`config.mk`:
```
export PLATFORM = sky130hd
export DESIGN_NAME = gon_bus
export DESIGN_NICKNAME = d
export VERILOG_FILES = /design/src/rtl/gon_bus.sv
export SDC_FILE = /design/constraint.sdc
export NUM_CORES = 1
export LEC_CHECK = 0
export CELL_PAD_IN_SITES_DETAIL_PLACEMENT = 1
export CELL_PAD_IN_SITES_GLOBAL_PLACEMENT = 2
export CORE_ASPECT_RATIO = 1.5
export CORE_MARGIN = 2
export CORE_UTILIZATION = 27
export DETAILED_ROUTE_END_ITERATION = 10
export GPL_TIMING_DRIVEN = 1
export PLACE_DENSITY = 0.75
export SETUP_SLACK_MARGIN = 0.4
export SLEW_MARGIN = 20
export SYNTH_ARGS = -nofsm -noshare
export SYNTH_HDL_FRONTEND = slang
export SYNTH_SLANG_ARGS = --single-unit
```
`constraint.sdc`:
```
create_clock -name i_clk -period 5.3 [get_ports i_clk]
set_clock_uncertainty 0.15 [all_clocks]
set_input_delay 1.06 -clock i_clk [delete_from_list [all_inputs] [get_ports i_clk]]
set_output_delay 1.06 -clock i_clk [all_outputs]
set_load 0.05 [all_outputs]
```
`src/rtl/gon_bus.sv`:
```
// Global output (gather) bus: round-robin selects one valid source whose
// scan-programmed tag ID matches the requested tag and hands its word to the host.

module gon_ctrl #(
    parameter int TAG_LENGTH = 4
) (
    input  logic                  i_clk,
    input  logic                  i_rstb,
    input  logic                  i_shift,
    input  logic [TAG_LENGTH-1:0] i_tag_prev,
    input  logic [TAG_LENGTH-1:0] i_tag_q,
    input  logic                  i_valid,
    output logic [TAG_LENGTH-1:0] o_tag_id,
    output logic                  o_match
);
    logic [TAG_LENGTH-1:0] r_tag_id;

    always_ff @(posedge i_clk or negedge i_rstb) begin
        if (!i_rstb)      r_tag_id <= '0;
        else if (i_shift) r_tag_id <= i_tag_prev;
    end

    assign o_tag_id = r_tag_id;
    assign o_match  = i_valid && (r_tag_id == i_tag_q);
endmodule

module gon_bus #(
    parameter int BITWIDTH        = 16,
    parameter int TAG_LENGTH      = 4,
    parameter int NUM_CONTROLLERS = 10
) (
    input  logic                                i_clk,
    input  logic                                i_rstb,
    input  logic                                i_program,
    input  logic [TAG_LENGTH-1:0]               i_scan_tag_in,
    output logic [TAG_LENGTH-1:0]               o_scan_tag_next_bus,
    input  logic                                i_bus_enable,
    input  logic [TAG_LENGTH-1:0]               i_tag,
    output logic                                o_bus_ready,
    input  logic [NUM_CONTROLLERS-1:0]          i_source_valid,
    input  logic [BITWIDTH*NUM_CONTROLLERS-1:0] i_source_value,
    output logic [NUM_CONTROLLERS-1:0]          o_source_ack,
    output logic                                o_bus_valid,
    output logic [BITWIDTH-1:0]                 o_data_out,
    input  logic                                i_sink_ready
);
    localparam int N  = NUM_CONTROLLERS;
    localparam int SW = $clog2(N);

    typedef enum logic [1:0] {S_IDLE, S_SEARCH, S_HOLD} state_t;

    state_t                         r_state, w_state_nxt;
    logic [TAG_LENGTH-1:0]          r_tag_q;
    logic [SW-1:0]                  r_rr, r_sel, w_sel;
    logic [BITWIDTH-1:0]            r_data;
    logic [N-1:0][TAG_LENGTH-1:0]   w_tag_id, w_chain_in;
    logic [N-1:0][BITWIDTH-1:0]     w_src;
    logic [N-1:0]                   w_match;
    logic [SW:0]                    w_idx;
    logic                           w_any, w_load_tag, w_load_data, w_xfer;

    assign w_src      = i_source_value;
    assign w_chain_in = {w_tag_id[N-2:0], i_scan_tag_in};

    generate
        for (genvar g = 0; g < N; g++) begin : g_ctrl
            gon_ctrl #(.TAG_LENGTH(TAG_LENGTH)) u_ctrl (
                .i_clk      (i_clk),
                .i_rstb     (i_rstb),
                .i_shift    (i_program),
                .i_tag_prev (w_chain_in[g]),
                .i_tag_q    (r_tag_q),
                .i_valid    (i_source_valid[g]),
                .o_tag_id   (w_tag_id[g]),
                .o_match    (w_match[g])
            );
        end
    endgenerate

    // Walk backwards from the farthest cyclic offset so the match nearest rr_ptr wins.
    always_comb begin
        w_any = 1'b0;
        w_sel = '0;
        w_idx = '0;
        for (int k = N - 1; k >= 0; k--) begin
            w_idx = {1'b0, r_rr} + (SW+1)'(k);
            if (w_idx >= (SW+1)'(N)) w_idx = w_idx - (SW+1)'(N);
            if (w_match[w_idx[SW-1:0]]) begin
                w_any = 1'b1;
                w_sel = w_idx[SW-1:0];
            end
        end
    end

    always_comb begin
        w_state_nxt = r_state;
        w_load_tag  = 1'b0;
        w_load_data = 1'b0;
        w_xfer      = 1'b0;
        if (i_program) begin
            w_state_nxt = S_IDLE;
        end else begin
            case (r_state)
                S_IDLE: if (i_bus_enable) begin
                    w_load_tag  = 1'b1;
                    w_state_nxt = S_SEARCH;
                end
                S_SEARCH: if (!i_bus_enable) begin
                    w_state_nxt = S_IDLE;
                end else if (w_any) begin
                    w_load_data = 1'b1;
                    w_state_nxt = S_HOLD;
                end
                S_HOLD: if (i_sink_ready) begin
                    w_xfer      = 1'b1;
                    w_load_tag  = i_bus_enable;
                    w_state_nxt = i_bus_enable ? S_SEARCH : S_IDLE;
                end
                default: w_state_nxt = S_IDLE;
            endcase
        end
    end

    always_ff @(posedge i_clk or negedge i_rstb) begin
        if (!i_rstb) begin
            r_state <= S_IDLE;
            r_tag_q <= '0;
            r_rr    <= '0;
            r_sel   <= '0;
            r_data  <= '0;
        end else begin
            r_state <= w_state_nxt;
            if (w_load_tag) r_tag_q <= i_tag;
            if (w_load_data) begin
                r_data <= w_src[w_sel];
                r_sel  <= w_sel;
            end
            if (w_xfer) r_rr <= (r_sel == SW'(N - 1)) ? '0 : r_sel + SW'(1);
        end
    end

    // A word dropped by program must never be acked.
    always_comb begin
        o_source_ack        = '0;
        o_source_ack[r_sel] = w_xfer;
    end

    assign o_bus_ready         = (r_state == S_IDLE) && !i_program;
    assign o_bus_valid         = (r_state == S_HOLD);
    assign o_data_out          = r_data;
    assign o_scan_tag_next_bus = w_tag_id[N-1];
endmodule

```
# Word level (Yosys, flattened, before mapping)
# Cells that the tools add are included.
[totals] out_inout_bits=32 ff_bits=70
[classes] n_eq_ne=16 addsub=20 n_mux=73 n_lt_le_gt_ge=23 n_reduce_logical=15 bitwise_logic=1
[op_table] cell="$mux 4" n=21
[op_table] cell="$bmux 16 s4" n=1
[op_table] cell="$lt 4x5->1 const B" n=12
[op_table] cell="$ge 5x4->1 const B" n=9
[op_table] cell="$bmux 1 s4" n=10
[op_table] cell="$eq 4x4->1" n=10
[op_table] cell="$sub 4x4->4 const B" n=10
[op_table] cell="$mux 1" n=32
[op_table] cell="$add 4x3->5 const B" n=4
[op_table] cell="$mux 16" n=1
[op_table] cell="$logic_and 1x1->1" n=12
[op_table] cell="$add 4x2->5 const B" n=2
[op_table] cell="$add 4x4->5 const B" n=2
[op_table] cell="$and 10x10->10" n=1
[op_table] cell="$mux 2" n=5
[op_table] cell="$pmux 2 s3" n=1
[op_table] cell="$add 4x1->5 const B" n=1
[op_table] cell="$add 4x1->4 const B" n=1
[op_table] cell="$demux 1 s4" n=1
[op_table] cell="$eq 4x4->1 const B" n=1
[op_table] cell="$ge 4x1->1 const B" n=1
[op_table] cell="$ge 4x4->1 const B" n=1
[op_table] cell="$ne 4x4->1 const B" n=1
[op_table] cell="$ne 3x2->1 const B" n=1
[op_table] cell="7 further kinds" n=7

# Longest topological paths before layout
# Gate-level depths: netlist of run 1.
[depth] word_depth=19 mapped_depth=24 depth_no_buf=17

# By module
# From an unflattened synthesis of run 1, not the netlist that was laid out.
[unflattened] hier_cells=883 area_unflattened_um2=7747.4
[modules_own_cells] module="gon_bus" area_per_inst_um2=5745.5 n_inst=1 cells_per_inst=693 seq_area_each_um2=750.7
[modules_own_cells] module="gon_ctrl" area_per_inst_um2=200.2 n_inst=10 cells_per_inst=19 seq_area_each_um2=100.1

# Worst setup path after synthesis of run 1
# Ideal clock, no wire load.
[synth_path] path_type="register to register" start="reg r_rr[0]" end="reg r_data[13], in the netlist o_data_out[13]" slack_ns=-0.190 setup_time_ns=0.129 period_less_slack_ns=5.490 t_arrival_ns=5.210 t_required_ns=5.021 path_stages_with_launch=24 cell_sequence="dfrtp_1 > buf_6 > inv_2 > buf_2 > buf_2 > clkbuf_1 > ha_1 > xnor2_1 > inv_1 > ha_1 > a211o_1 > a22o_1 > o211a_1 > or2_1 > a2111o_1 > a21oi_2 > o31ai_4 > a211o_1 > buf_6 > nand2_4 > buf_12 > mux2_1 > a221oi_2 > a211oi_2"
[synth_via] elab_chain_cells=19 elab_cells_between_ends=85 classes_between="add/sub (19); order compare (10); mux (56)"
[synth_rtl] element="from (decl)" line="54" rtl="logic [SW-1:0] r_rr, r_sel, w_sel;"
[synth_rtl] element="from (signal assigned)" line="138" rtl="if (w_xfer) r_rr <= (r_sel == SW'(N - 1)) ? '0 : r_sel + SW'(1);"
[synth_rtl] element="branches (longest 19 deep; another with $add 4x4->5)"
[synth_rtl] element="to (signal assigned)" line="135" rtl="r_data <= w_src[w_sel];"
[synth_rtl] element="to (decl)" line="55" rtl="logic [BITWIDTH-1:0] r_data;"
# Parallel ways; which one is timed is not known. The select of a mux whose other input is x is not followed.
# A chain may end at the register's enable or synchronous reset.

# Worst setup path in the final report of run 1
[layout_path] start="reg r_rr[2]" end="reg r_data[13], in the netlist o_data_out[13]"
# Same word-level chain as after synthesis.

==> impl_metrics.tcl, run 1 <==
set metrics [dict create \
    layout_commonest_cell "clkdlybuf4s50_1" \
    hold_class "flip-flop to flip-flop" \
    wl_per_cell_um 22.1 \
    multi_input_area_mm2 0.00620 \
    finalMaxSlewViolations 0 \
    start_util_pct 27.3 \
    root_buffer "clkbuf_16" \
    max_clock_freq_ghz 0.210 \
    synthArstFlopShare_pct 100 \
    min_period_ns 4.77 \
    finalHoldViolations 0 \
    dieWidth_um 146 \
    syn_nets 1109 \
    arrival_ns 4.85 \
    fin_crit_sh_pct 90.0 \
    setup_tns_ns 0 \
    final_net_count 1339 \
    netlist-cell-type-count 112 \
    worst_pin_slew_ns 0.949 \
    netlist_instances 902 \
    first_global_vias 8968 \
    synth-edff-count 0 \
    syn_area_mm2 0.00820 \
    rows 78 \
    grt_pass1_wl_mm 52.4 \
    dpl_cell_area_mm2 0.0110 \
    synth_warnings 0 \
    grt_max_degree 71 \
    design_area_mm2 0.0116 \
    overflow 0 \
    cts_sinks 70 \
    synthFlopType "dfrtp_1" \
    place.gp.congestion 0.952 \
    avgSynthCellArea_um2 9.09 \
    die_h_um 217 \
    seq_area_frac_synth_pct 21.4 \
    grt_usage_pct 21.2 \
    crit_start "r_rr[2]" \
    drive_gt1_share_pct 22.9 \
    clk_path_buf_depth 2 \
    vias_per_cell 5.37 \
    numPortBuffers 214 \
    dieArea_mm2 0.0318 \
    dr.pass1.iters 4 \
    rr_startpoint "r_rr[2]" \
    clk_latency_ns 0.35 \
    io_pins 215 \
    start_kind "flip-flop" \
    end_kind "flip-flop" \
    ff_latch_area_mm2 0.00176 \
    outcome "completed" \
    htree_levels 3 \
    final_cells 1538 \
    hp-start "g_ctrl[7].u_ctrl.o_tag_id[0]" \
    dp.cells 1506 \
    num_vias 8252 \
    num-fill-cells 3507 \
    core_area_mm2 0.0301 \
    detail-route-antenna-nets 0 \
    r2r_slack_ns 0.53 \
    cts_made_buffers 9 \
    path_max_fanout 35 \
    drcViolationCount 0 \
    first_iter_violations 422 \
    wl_mm 34.0 \
    hpwlAfterDp_mm 27.3 \
    required_ns 5.38 \
    critical_path_class "flip-flop to flip-flop" \
    syn2layout_area_growth_pct 41.8 \
    clkTransAtPathRegs_ns 0.07 \
    synth.ff_latch_count 70 \
    finalSetupViolCount 0 \
    rsz0062_at_grt "true" \
    cap_violations 0 \
    antenna_found_initial 1 \
    cts_tree "yes" \
    max-slew-margin-rel_pct 36.7 \
    final_cell_mix "clkdlybuf4s50_1, dfrtp_1, mux2_2, buf_4, o21ai_0" \
]
[through the flow]
step                      worst slack (ns)  hold slack, ns  util [%]
final                                0.531           0.404      38.7
after global routing                 0.358           0.428      38.7
after CTS                            0.408           0.406      37.8
after detailed placement            0.0177           0.391      36.6
after global placement               0.122           0.387      36.6
after floorplan                      0.456           0.368         -
[worst paths after layout]
kind                                                end  cells past startpoint
max                                      o_data_out[13]                     17
min                        g_ctrl[7].u_ctrl.o_tag_id[0]                      1
max reg2reg                              o_data_out[13]                     17
min reg2reg                g_ctrl[7].u_ctrl.o_tag_id[0]                      1
max in group asynchronous                       r_rr[3]                      1
min in group asynchronous  g_ctrl[9].u_ctrl.o_tag_id[3]                      1
[logic make-up (layout without fill, tap and decap cells)]
logic type | after synthesis | after routing | share of synthesized area, %
adder cells (fa/ha/maj) | 24 | 24 | 3.76
AO/OA/AOI/OAI | 296 | 296 | 28.7
multiplexers | 125 | 125 | 17.8
flip-flops | 70 | 70 | 21.4
other | 0 | 1 | 0
buffers and inverters | 79 | 313 | 5.59
AND/OR/NAND/NOR | 250 | 251 | 16.4
XOR/XNOR | 58 | 58 | 6.47
[critical path, stage by stage (launching register included)]
cell      delay [ns]
dfrtp_2         0.48
buf_12          0.18
ha_1            0.29
buf_4           0.21
a21oi_2         0.16
xnor2_1         0.12
o221ai_1        0.37
nand2_1         0.27
a211oi_2        0.40
a41o_1          0.26
buf_4           0.18
nor3_1          0.06
a211o_1         0.34
nand2_4         0.12
buf_16          0.23
mux2_1          0.38
a221oi_2        0.31
a211oi_2        0.10
[layer usage]
metal	routed length (µm)	share of wire [%]	GRT usage (%)	up-vias
li1	-	-	-	3946
met1	12700	37	22.7	4029
met2	18500	54	40.6	215
met3	1320	3.9	3.54	62
met4	1460	4.3	8.80	0
met5	0	0	0	-
[synth_stat cells, drive strengths merged, types with 16 or more instances]
cell,count,area [µm²]
ha,23,288
nor2,44,170
mux2i,21,210
inv,18,67.6
nor3,29,160
buf,38,304
nand2,46,180
o21ai,54,270
nand3,44,225
dfrtp,70,1750
a21oi,52,272
a211oi,16,150
xnor2,43,392
clkbuf,22,82.6
mux2,102,1200
[final cells by class]
class / count / area share (%)
Antenna cell: 1 / 0.0215
Clock buffer: 9 / 1.94
Clock inverter: 7 / 0.904
Inverter: 19 / 0.625
Multi-Input combinational cell: 754 / 53.3
Sequential cell: 70 / 15.1
Tap cell: 400 / 4.31
Timing Repair Buffer: 278 / 23.8
[state kept, by name (all words and copies together), names as in the netlist]
| name | count |
|---|---|
| g_ctrl.u_ctrl.o_tag_id | 40 |
| o_data_out | 16 |
| r_rr | 4 |
| r_sel | 4 |
| r_tag_q | 4 |
| r_state | 2 |
[what timing repair did]
| item | in CTS | in global routing |
|---|---|---|
| hold buffers | 0 | 0 |
| resized for setup | 7 | 28 |
| buffers inserted | 0 | 14 |
| endpoints found under the setup margin | 17 | 20 |
| pin swaps | 1 | 8 |
| gates cloned | 1 | 0 |
Power of run 1 is left out: the tool's default activity adds up to more than one toggle a clock period on the data nets, which glitch-free logic cannot reach.
==> run 2: changes to the inputs <==
CAP_MARGIN = 20   (was not set)
==> results of run 2 <==
Final layout, timing and power as in run 1 (identical DEF).
Power of run 2 is left out for the same reason.
==> run 3: changes to the inputs <==
HOLD_SLACK_MARGIN = 0.12   (was not set)
TNS_END_PERCENT = 1   (was not set)
==> run 3 against run 2 <==
  * Via count grew 0.24%
  * Global-route usage barely moved
  * Sequential cell count unchanged
  * Worst setup slack better by 0.028 ns
  * Core utilization is 0.058 points higher
  * Critical path depth down 1
  * Die area unchanged
  * First-iteration DRC count down 5.2%
  * Register-to-register slack gained 0.03 ns
  * Largest cell class unchanged
==> impl_metrics.tcl, run 3 (synthesis gave the netlist of run 1 again) <==
set metrics [dict create \
    outcome "completed" \
    hp-start "g_ctrl[7].u_ctrl.o_tag_id[2]" \
    rr_endpoint "o_data_out[13]" \
    root_buffer "clkbuf_16" \
    end_kind "flip-flop" \
    utilization_pct 38.7 \
    grt-busiest-layer "met2" \
    dieWidth_um 146 \
    rr_startpoint "r_rr[2]" \
    cts_sinks 70 \
    layout_commonest_cell "clkdlybuf4s50_1" \
    hpwlAfterDp_mm 27.3 \
    min_to "g_ctrl[7].u_ctrl.o_tag_id[2]" \
    die_h_um 217 \
    final_net_count 1338 \
    start_util_pct 27.3 \
    arrival_ns 4.82 \
    syn2layout_area_growth_pct 42.0 \
    r2r_cells 16 \
    critical_path_class "flip-flop to flip-flop" \
    hold_path_depth 1 \
    dieArea_mm2 0.0318 \
    cp_cell_sequence "buf_12 -> ha_1 -> buf_4 -> a21oi_1 -> nand2_1 -> a311oi_2 -> or4_4 -> or3b_1 -> a21oi_2 -> o31ai_4 -> a211o_1 -> nand2_4 -> buf_16 -> mux2_1 -> a221oi_2 -> a211oi_2" \
    first_iter_violations 400 \
    gr-usage-met2_pct 40.6 \
    worst_pin_slew_ns 0.949 \
    num-fill-cells 3509 \
    path_buf_inv 3 \
    io_pins 215 \
    grt_usage_pct 21.1 \
    first_global_vias 8962 \
    antenna_found_initial 1 \
    vias_per_cell 5.38 \
    wl_mm 34.2 \
    rows 78 \
    max_clock_freq_ghz 0.211 \
    cap_violations 0 \
    clkTransAtPathRegs_ns 0.07 \
    max-slew-margin-rel_pct 36.7 \
    met1_usage_pct 22.7 \
    wl_per_cell_um 22.2 \
    rsz0062_at_grt "true" \
    place.gp.congestion 0.952 \
    required_ns 5.38 \
    drcViolationCount 0 \
    detail-route-antenna-nets 0 \
    core_area_mm2 0.0301 \
    slowest_stage "dfrtp_2" \
    final_cell_mix "clkdlybuf4s50_1, dfrtp_1, mux2_2, buf_4" \
    start_kind "flip-flop" \
    min_period_ns 4.74 \
    worst_path_largest_cell_delay_ns 0.48 \
    grt_pass1_wl_mm 52.4 \
    use_met3_pct 3.52 \
    path_max_fanout 18 \
    largest_register_ffs 40 \
    fin_crit_sh_pct 89.5 \
    cts_hold_buf 0 \
    numPortBuffers 214 \
    setup_tns_ns 0 \
    num_vias 8272 \
    hold_class "flip-flop to flip-flop" \
    cts_tree "yes" \
    cts_made_buffers 9 \
    finalHoldViolations 0 \
    holdWs_ns 0.403 \
    finalMaxSlewViolations 0 \
    clk_path_buf_depth 2 \
    r2r_slack_ns 0.56 \
    clk_latency_ns 0.36 \
    grt_max_degree 71 \
    overflow 0 \
    drive_gt1_share_pct 22.9 \
    htree_levels 3 \
    dr.pass1.iters 4 \
    critPathTopFamily "compound AO/OA/AOI/OAI gates" \
    finalSetupViolCount 0 \
]
-- run 3: repair_timing --
| item | in CTS | in global routing |
|---|---|---|
| setup buffers | 0 | 12 |
| pin swaps | 1 | 7 |
| setup endpoints to repair | 17 | 20 |
| gates resized for setup | 2 | 36 |
| gates cloned | 1 | 1 |
-- run 3: area by class of cell --
cell class	instances	area, µm²	share of cell area, %
Tap cell	400	500	4.30
Timing Repair Buffer	277	2780	23.9
Multi-Input combinational cell	754	6190	53.2
Clock inverter	7	105	0.903
Sequential cell	70	1760	15.1
Antenna cell	1	2.50	0.0215
Inverter	19	72.6	0.624
Clock buffer	9	225	1.94
-- run 3: how the worst max path moves through the flow --
| stage | from | cells past startpoint | slack [ns] | endpoint |
|---|---|---|---|---|
| 2_1_floorplan | r_rr[0] | 23 | 0.46 | o_data_out[13] |
| 5_1_grt | r_rr[1] | 19 | 0.29 | o_data_out[0] |
| 6_report | r_rr[2] | 16 | 0.56 | o_data_out[13] |
| 3_5_place_dp | i_source_valid[3] | 12 | 0.02 | o_data_out[8] |
| 4_1_cts | r_rr[0] | 16 | 0.34 | o_data_out[11] |
| 3_3_place_gp | i_source_valid[3] | 12 | 0.12 | o_data_out[8] |
-- run 3: stage by stage --
step           cell area, µm²  std cells  worst slack [ns]
6_report                11600       1537             0.559
5_1_grt                 11600       1537             0.290
4_1_cts                 11400       1523             0.343
3_5_place_dp            11000       1506            0.0177
3_3_place_gp            11000       1506             0.122
2_1_floorplan            8280        902             0.456
-- run 3: layer usage --
layer | routed length (µm) | vias up | share of wire, %
li1 | - | 3947 | -
met3 | 1310 | 59 | 3.8
met5 | 0 | - | 0
met1 | 12900 | 4051 | 38
met4 | 1380 | 0 | 4.0
met2 | 18600 | 215 | 54
Power of run 3 is left out for the same reason.
